**config.mk**
```make
export PLATFORM = sky130hd
export DESIGN_NAME = imem_arbiter
export DESIGN_NICKNAME = d
export VERILOG_FILES = /design/src/rtl/imem_pkg.sv /design/src/rtl/rr_arb2.sv /design/src/rtl/imem_arbiter.sv
export SDC_FILE = /design/constraint.sdc
export NUM_CORES = 1
export LEC_CHECK = 0
export ABC_AREA = 1
export BUFFER_PORTS_ARGS = -buffer_cell sky130_fd_sc_hd__buf_2
export CAP_MARGIN = 0
export CORE_AREA = 3 3 104 106
export CTS_BUF_LIST = sky130_fd_sc_hd__clkbuf_4 sky130_fd_sc_hd__clkbuf_8 sky130_fd_sc_hd__clkbuf_16
export CTS_CLUSTER_DIAMETER = 150
export DETAILED_ROUTE_END_ITERATION = 6
export DIE_AREA = 0 0 107 109
export MAX_ROUTING_LAYER = met4
export PLACE_DENSITY = 0.52
export REMOVE_ABC_BUFFERS = 1
export SYNTH_ARGS = -nofsm -noshare
export SYNTH_HDL_FRONTEND = slang
export SYNTH_SLANG_ARGS = --single-unit
```
**constraint.sdc**
```tcl
create_clock -name clk -period 3.13 [get_ports clk]
set_clock_uncertainty 0.1 [all_clocks]
set_input_delay 0.7825 -clock clk [delete_from_list [all_inputs] [get_ports clk]]
set_output_delay 0.7825 -clock clk [all_outputs]
set_load 0.02 [all_outputs]
```
**src/rtl/imem_pkg.sv**
```systemverilog
// Shared types and constants for the instruction-memory arbiter.
package imem_pkg;

  typedef enum logic {
    RR     = 1'b0,
    LOCKED = 1'b1
  } arb_state_t;

  localparam logic PORT_FETCH = 1'b0;
  localparam logic PORT_LOAD  = 1'b1;

  localparam int DEFAULT_MAX_BURST = 16;

endpackage

```
**src/rtl/rr_arb2.sv**
```systemverilog
// Two-way round-robin grant with an optional fixed-winner override for conflicts.
module rr_arb2
  import imem_pkg::*;
(
  input  logic req0,
  input  logic req1,
  input  logic last_gnt,
  input  logic force_en,
  input  logic force_port,
  output logic gnt0,
  output logic gnt1
);

  logic winner;

  // A lone requester always wins; on a conflict the override port wins, else the port not served last
  always_comb begin
    winner = force_en ? force_port : ~last_gnt;
    gnt0   = 1'b0;
    gnt1   = 1'b0;
    if (req0 && req1) begin
      gnt0 = (winner == PORT_FETCH);
      gnt1 = (winner == PORT_LOAD);
    end else begin
      gnt0 = req0;
      gnt1 = req1;
    end
  end

endmodule

```
**src/rtl/imem_arbiter.sv**
```systemverilog
// Arbitrates a fetch port and a loader port onto one single-port instruction memory.
// The loader can lock the memory for bursts; a burst cap forces one fetch slot so fetch never starves.
module imem_arbiter
  import imem_pkg::*;
#(
  parameter int ADDR_W    = 32,
  parameter int DATA_W    = 32,
  parameter int MAX_BURST = DEFAULT_MAX_BURST
) (
  input  logic              clk,
  input  logic              reset,
  input  logic              f_req,
  input  logic [ADDR_W-1:0] f_addr,
  output logic              f_gnt,
  output logic              f_rvalid,
  output logic [DATA_W-1:0] f_rdata,
  output logic              f_err,
  input  logic              l_req,
  input  logic              l_we,
  input  logic              l_lock,
  input  logic [ADDR_W-1:0] l_addr,
  input  logic [DATA_W-1:0] l_wdata,
  output logic              l_gnt,
  output logic              l_rvalid,
  output logic [DATA_W-1:0] l_rdata,
  output logic              l_err,
  output logic              mem_en,
  output logic              mem_we,
  output logic [ADDR_W-1:0] mem_addr,
  output logic [DATA_W-1:0] mem_wdata,
  input  logic [DATA_W-1:0] mem_rdata
);

  localparam int CNT_W = $clog2(MAX_BURST + 1);
  localparam logic [CNT_W-1:0] BURST_MAX = CNT_W'(MAX_BURST);

  arb_state_t       state;
  logic             last_gnt;
  logic [CNT_W-1:0] burst_cnt;
  logic [CNT_W-1:0] burst_next;
  logic             force_fetch;
  logic             rst_hold;
  logic             arb_en;
  logic             force_en;
  logic             force_port;
  logic             f_aligned;
  logic             l_aligned;

  // Grants are suppressed while reset is high and for one cycle after it releases
  assign arb_en     = !reset && !rst_hold;
  assign force_en   = (state == LOCKED) || force_fetch;
  assign force_port = force_fetch ? PORT_FETCH : PORT_LOAD;
  assign f_aligned  = (f_addr[1:0] == 2'b00);
  assign l_aligned  = (l_addr[1:0] == 2'b00);
  assign burst_next = burst_cnt + CNT_W'(1);

  rr_arb2 u_rr_arb2 (
    .req0       (f_req && arb_en),
    .req1       (l_req && arb_en),
    .last_gnt   (last_gnt),
    .force_en   (force_en),
    .force_port (force_port),
    .gnt0       (f_gnt),
    .gnt1       (l_gnt)
  );

  // Read data is only passed through while the matching valid is high
  assign f_rdata = f_rvalid ? mem_rdata : '0;
  assign l_rdata = l_rvalid ? mem_rdata : '0;

  // Drive the memory strobe only for an accepted aligned request; otherwise the bus is all zero
  always_comb begin
    mem_en    = 1'b0;
    mem_we    = 1'b0;
    mem_addr  = '0;
    mem_wdata = '0;
    if (f_gnt && f_aligned) begin
      mem_en   = 1'b1;
      mem_addr = f_addr;
    end else if (l_gnt && l_aligned) begin
      mem_en    = 1'b1;
      mem_we    = l_we;
      mem_addr  = l_addr;
      mem_wdata = l_wdata;
    end
  end

  // Lock FSM, burst counter, round-robin history and the one-deep response pipeline
  always_ff @(posedge clk or posedge reset) begin
    if (reset) begin
      state       <= RR;
      last_gnt    <= PORT_LOAD;
      burst_cnt   <= '0;
      force_fetch <= 1'b0;
      rst_hold    <= 1'b1;
      f_rvalid    <= 1'b0;
      f_err       <= 1'b0;
      l_rvalid    <= 1'b0;
      l_err       <= 1'b0;
    end else begin
      rst_hold <= 1'b0;
      f_rvalid <= f_gnt && f_aligned;
      f_err    <= f_gnt && !f_aligned;
      l_rvalid <= l_gnt && l_aligned && !l_we;
      l_err    <= l_gnt && !l_aligned;

      if (f_gnt) begin
        last_gnt    <= PORT_FETCH;
        force_fetch <= 1'b0;
      end else if (l_gnt) begin
        last_gnt <= PORT_LOAD;
      end

      case (state)
        RR: begin
          if (l_gnt && l_lock) begin
            if (burst_next == BURST_MAX) begin
              burst_cnt   <= '0;
              force_fetch <= 1'b1;
            end else begin
              state     <= LOCKED;
              burst_cnt <= burst_next;
            end
          end
        end
        LOCKED: begin
          if (!l_req) begin
            state     <= RR;
            burst_cnt <= '0;
          end else if (l_gnt) begin
            if (!l_lock) begin
              state     <= RR;
              burst_cnt <= '0;
            end else if (burst_next == BURST_MAX) begin
              state       <= RR;
              burst_cnt   <= '0;
              force_fetch <= 1'b1;
            end else begin
              burst_cnt <= burst_next;
            end
          end
        end
        default: begin
          state     <= RR;
          burst_cnt <= '0;
        end
      endcase
    end
  end

endmodule
```
# Word level (Yosys, flattened, before mapping)
# Index checks and enable logic that the tools add are counted.
[op_classes] addsub=1 n_eq_ne=3 n_mux=35 bitwise_logic=3 n_reduce_logical=20
[op_table] operator="$mux W32" n=6
[op_table] operator="$mux W5" n=5
[op_table] operator="$mux W1" n=21
[op_table] operator="$logic_and A1 B1 Y1" n=10
[op_table] operator="$pmux W5 S2" n=1
[op_table] operator="$add A5 B1 Y5 const B" n=1
[op_table] operator="$eq A5 B5 Y1 const B" n=1
[op_table] operator="$logic_not A1 Y1" n=5
[op_table] operator="$logic_not A2 Y1" n=2
[op_table] operator="$pmux W1 S2" n=2
[op_table] operator="$ne A3 B3 Y1 const B" n=1
[op_table] operator="$not A1 Y1" n=3
[op_table] operator="$ne A2 B2 Y1 const B" n=1
[op_table] operator="$reduce_and A2 Y1" n=1
[op_table] operator="$reduce_bool A2 Y1" n=1
[op_table] operator="$logic_or A1 B1 Y1" n=1
[word_totals] ff_bits=13 in_bits=134 out_inout_bits=136 elab_cells=71

# Depth between registers and ports, before layout
[depth] word_depth=11 depth_mapped=11 ltp_nobuf=10

# By module
# Synthesis repeated with hierarchy kept, for this count alone.
[hier_totals] hier_cells=402 area_unflattened_um2=1916.8
[by_module_without_submodules] mod="imem_arbiter" n_inst=1 cells_per_inst=387 area_each_um2=1848.0 seq_area_each_um2=327.8
[by_module_without_submodules] mod="rr_arb2" n_inst=1 cells_per_inst=15 area_each_um2=68.8 seq_area_each_um2=0.0

# Worst setup path after synthesis
# OpenSTA, ideal clock, no wires.
[synth_path] kind="in2out" from="input reset" to="output mem_addr[10]" arrival_time_ns=1.671 required_ns=2.247 path_slack_ns=0.576 path_stages=8 n_path_buf=1 path_cell_list="nor3b_2 -> nand2_2 -> inv_2 -> nand2_2 -> inv_4 -> buf_6 -> nand2_1 -> nand2_1"
[synth_between] elab_cells_between_ends=11 cone_classes="4 x mux; 7 x reduce/logical"
[synth_rtl] item="start, declared" line="imem_arbiter.sv:11" text="input logic reset,"
[synth_rtl] item="$logic_not A1 Y1 (no line) (*)"
[synth_rtl] item="$logic_and A1 B1 Y1 (*)" line="imem_arbiter.sv:50" text="assign arb_en = !reset && !rst_hold;"
[synth_rtl] item="$logic_and A1 B1 Y1 (on tied branches)" line="imem_arbiter.sv:58, imem_arbiter.sv:59"
[synth_rtl] item="$logic_and A1 B1 Y1" line="rr_arb2.sv:21" text="if (req0 && req1) begin"
[synth_rtl] item="$mux W1 (*)" line="rr_arb2.sv:21"
[synth_rtl] item="via f_gnt" line="imem_arbiter.sv:14" text="output logic f_gnt,"
[synth_rtl] item="$logic_and A1 B1 Y1 (*)" line="imem_arbiter.sv:77" text="if (f_gnt && f_aligned) begin"
[synth_rtl] item="$mux W32 (*)" line="imem_arbiter.sv:77"
[synth_rtl] item="end, declared" line="imem_arbiter.sv:29" text="output logic [ADDR_W-1:0] mem_addr,"
# Mark *: on every way through the listed nets, which the timed path passes. The rest lies on a longest branch.

# Worst setup path in the final report
[layout_path] from="input reset" to="output mem_addr[15]"
[layout_between] elab_chain_cells=8 elab_cells_between_ends=11 cone_classes="4 x mux; 7 x reduce/logical"
[layout_lines] item="$logic_not A1 Y1 (no line) (*)"
[layout_lines] item="$logic_and A1 B1 Y1 (*)" line="imem_arbiter.sv:50"
[layout_lines] item="$logic_and A1 B1 Y1 (on tied branches)" line="imem_arbiter.sv:58, imem_arbiter.sv:59"
[layout_lines] item="$logic_and A1 B1 Y1" line="rr_arb2.sv:21"
[layout_lines] item="$mux W1" line="rr_arb2.sv:21"
[layout_lines] item="$logic_and A1 B1 Y1" line="imem_arbiter.sv:80" text="end else if (l_gnt && l_aligned) begin"
[layout_lines] item="$mux W32" line="imem_arbiter.sv:80"
[layout_lines] item="$mux W32 (*)" line="imem_arbiter.sv:77"
# Mark *: on every way between the ends. The rest lies on a longest branch, timed or not.

==> impl_metrics.ini <==
[outcome]
outcome = complete, no violations

[drt]
drc_errors = 0
drt_iter0_drc = 208
first_pass_iters = 4
drt_wl_total_um = 9005
vias = 3188
antenna_left = 0
via_per_inst = 4.056
wl_per_cell_um = 11.46

[layout]
nets = 788
layout-drive-gt1-share_pct = 46.32
post-route-cell-area_um2 = 3438
syn_to_final_growth_pct = 75.03

[critical_path]
worst-r2r-cell-count = 9
cp.required_ns = 2.25
crit_fanout = 31
r2r-end = burst_cnt[0]
arrival_ns = 2.05
crit_path_start_kind = input port
ff2ff_setup_slack_ns = 1.56
endpoint_kind = primary output
startpoint = reset
r2r_start = last_gnt
timing_worst_setup_path_type = input port to primary output

[floorplanning]
top_level_ports = 270
start_util_pct = 19.91
rows = 36
die_area_um2 = 11660
die_w_um = 107
core_region_area_um2 = 9864
die_h_um = 109

[synth]
synth_area_um2 = 1964
synthFlopType = dfrtp_1
syn_avg_cell_area_um2 = 4.986
synth_top_cell_area_share_pct = 26.94
ys_warn_count = 0
synth_top_cells_by_area = nand2_1 27%, inv_1 20%, dfrtp_1 14%
synth_top_area_cell = nand2_1
syn_inst = 394
ys_async_sr_fraction_pct = 100.0
synth_seq_cells = 13
synth_common_cells = 141 x nand2_1, 107 x inv_1, 42 x nor2_1
synth_edf_count = 0
synth_cell_types = 26
yosysSeqAreaShare_pct = 16.69
yosysMostFrequentCell = nand2_1

[clock_tree]
path_clk_slew_ns = 0.06
clk_latency_ns = 0.24
htree_levels = 1
cts.hold.buffers_added = 0
clock_sinks = 13
cts_tree = yes
ctsResizeCount = 0
postCtsSetupBuffers = 0
numCtsBuffers = 3
cts-root-buf = clkbuf_8
cts_max_path_buffers = 2

[hold_path]
hold_depth = 2
hp-start = force_fetch
hold_class = flop to flop
min_to = force_fetch

[placed_design]
portBuffers = 267
gp_congestion = 0.8450
placed_cell_area_um2 = 3387
hpwl_um = 7787

[pwr]
total_power_mw = 0.6930
total_leakage_power_nw = 2.919
p_per_area_nw_per_um2 = 201.5
vdd_drop_max_mv = 0.1644

[sta]
period_needed_ns = 2.933
finalCritPeriodShare_pct = 93.70
max_freq_mhz = 341.0
finalSetupViolations = 0
rsz0062_at_grt = no
slew_violations = 0
worst_pin_slew_ns = 0.5003
slew_headroom_pct = 66.61
finalHoldViolCount = 0

[job]
maxCapViolCount = 0

[global_routing]
grt_usage_pct = 14.22
gr-total-overflow = 0
grt_max_degree = 36
antenna_found_initial = 1
grt_pass1_wl_um = 13300
grt_pass1_vias = 2914
worst max-delay path, cell delays in order:
cell	delay, ns
buf_2	0.12
nor3b_2	0.24
nand2_2	0.10
inv_2	0.07
nand2_2	0.07
inv_4	0.30
nand2_1	0.11
nand2_1	0.09
buf_2	0.16
final cells by class:
cell class,instances,area [µm²]
flip-flops and latches,13,327.8
clock buffers,4,48.80
multi-input cells,251,1081
fillers,1076,6426
well taps,133,166.4
inverters,112,425.4
diodes,1,2.502
repair buffers,272,1386
cell families after synthesis:
group | share of synthesized area [%]
flip-flops | 16.69
AO/OA/AOI/OAI | 2.166
AND/OR/NAND/NOR | 51.53
other | 0.1909
adder cells (fa/ha/maj) | 0.6368
buffers and inverters | 28.79
report_power, final:
group          switching, mW  internal, mW
clock                 0.0598        0.0985
sequential            0.0331         0.199
combinational          0.174         0.129
total                  0.267         0.426
routing by layer:
metal | global-route usage, % | up-vias | share of wire, %
met5 | - | - | 0
met4 | 4.566 | 0 | 2.3
met3 | 2.368 | 14 | 11
met2 | 27.29 | 211 | 52
met1 | 14.77 | 1342 | 35
li1 | - | 1621 | -
sequential cells by signal (all words and copies together) (netlist names):
name	cells
rst_hold	1
burst_cnt	5
l_err	1
force_fetch	1
state	1
f_err	1
last_gnt	1
f_rvalid	1
l_rvalid	1
layout by cell type (no fill, tap or decap), types with 3 or more instances in the layout:
cell type	instances
nand2_2	14
dfrtp_1	11
buf_2	267
inv_2	3
nand2_1	141
inv_1	107
nand3_1	38
buf_4	4
conb_1	3
clkbuf_8	3
nor2_1	41
stage by stage:
| stage | util, % | setup slack, ns | instances | TNS, ns | hold slack (ns) |
|---|---|---|---|---|---|
| after floorplan | - | -0.3860 | 376 | -13.01 | 0.3441 |
| after global placement | 34.34 | 0.2663 | 781 | 0 | 0.3783 |
| after detailed placement | 34.34 | 0.2224 | 781 | 0 | 0.3812 |
| after CTS | 34.83 | 0.2176 | 785 | 0 | 0.3979 |
| after global routing | 34.86 | 0.09436 | 786 | 0 | 0.4316 |
| final | 34.86 | 0.1972 | 786 | 0 | 0.3929 |
worst max path at each step:
| stage | to | cells after the start | slack, ns |
|---|---|---|---|
| floorplan | mem_wdata[0] | 3 | -0.39 |
| global placement | mem_addr[15] | 9 | 0.27 |
| detailed placement | mem_addr[15] | 9 | 0.22 |
| CTS | mem_addr[15] | 9 | 0.22 |
| global route | mem_addr[9] | 9 | 0.09 |
| finish | mem_addr[15] | 9 | 0.20 |
Note: power is estimated with default switching activity, not from simulation.
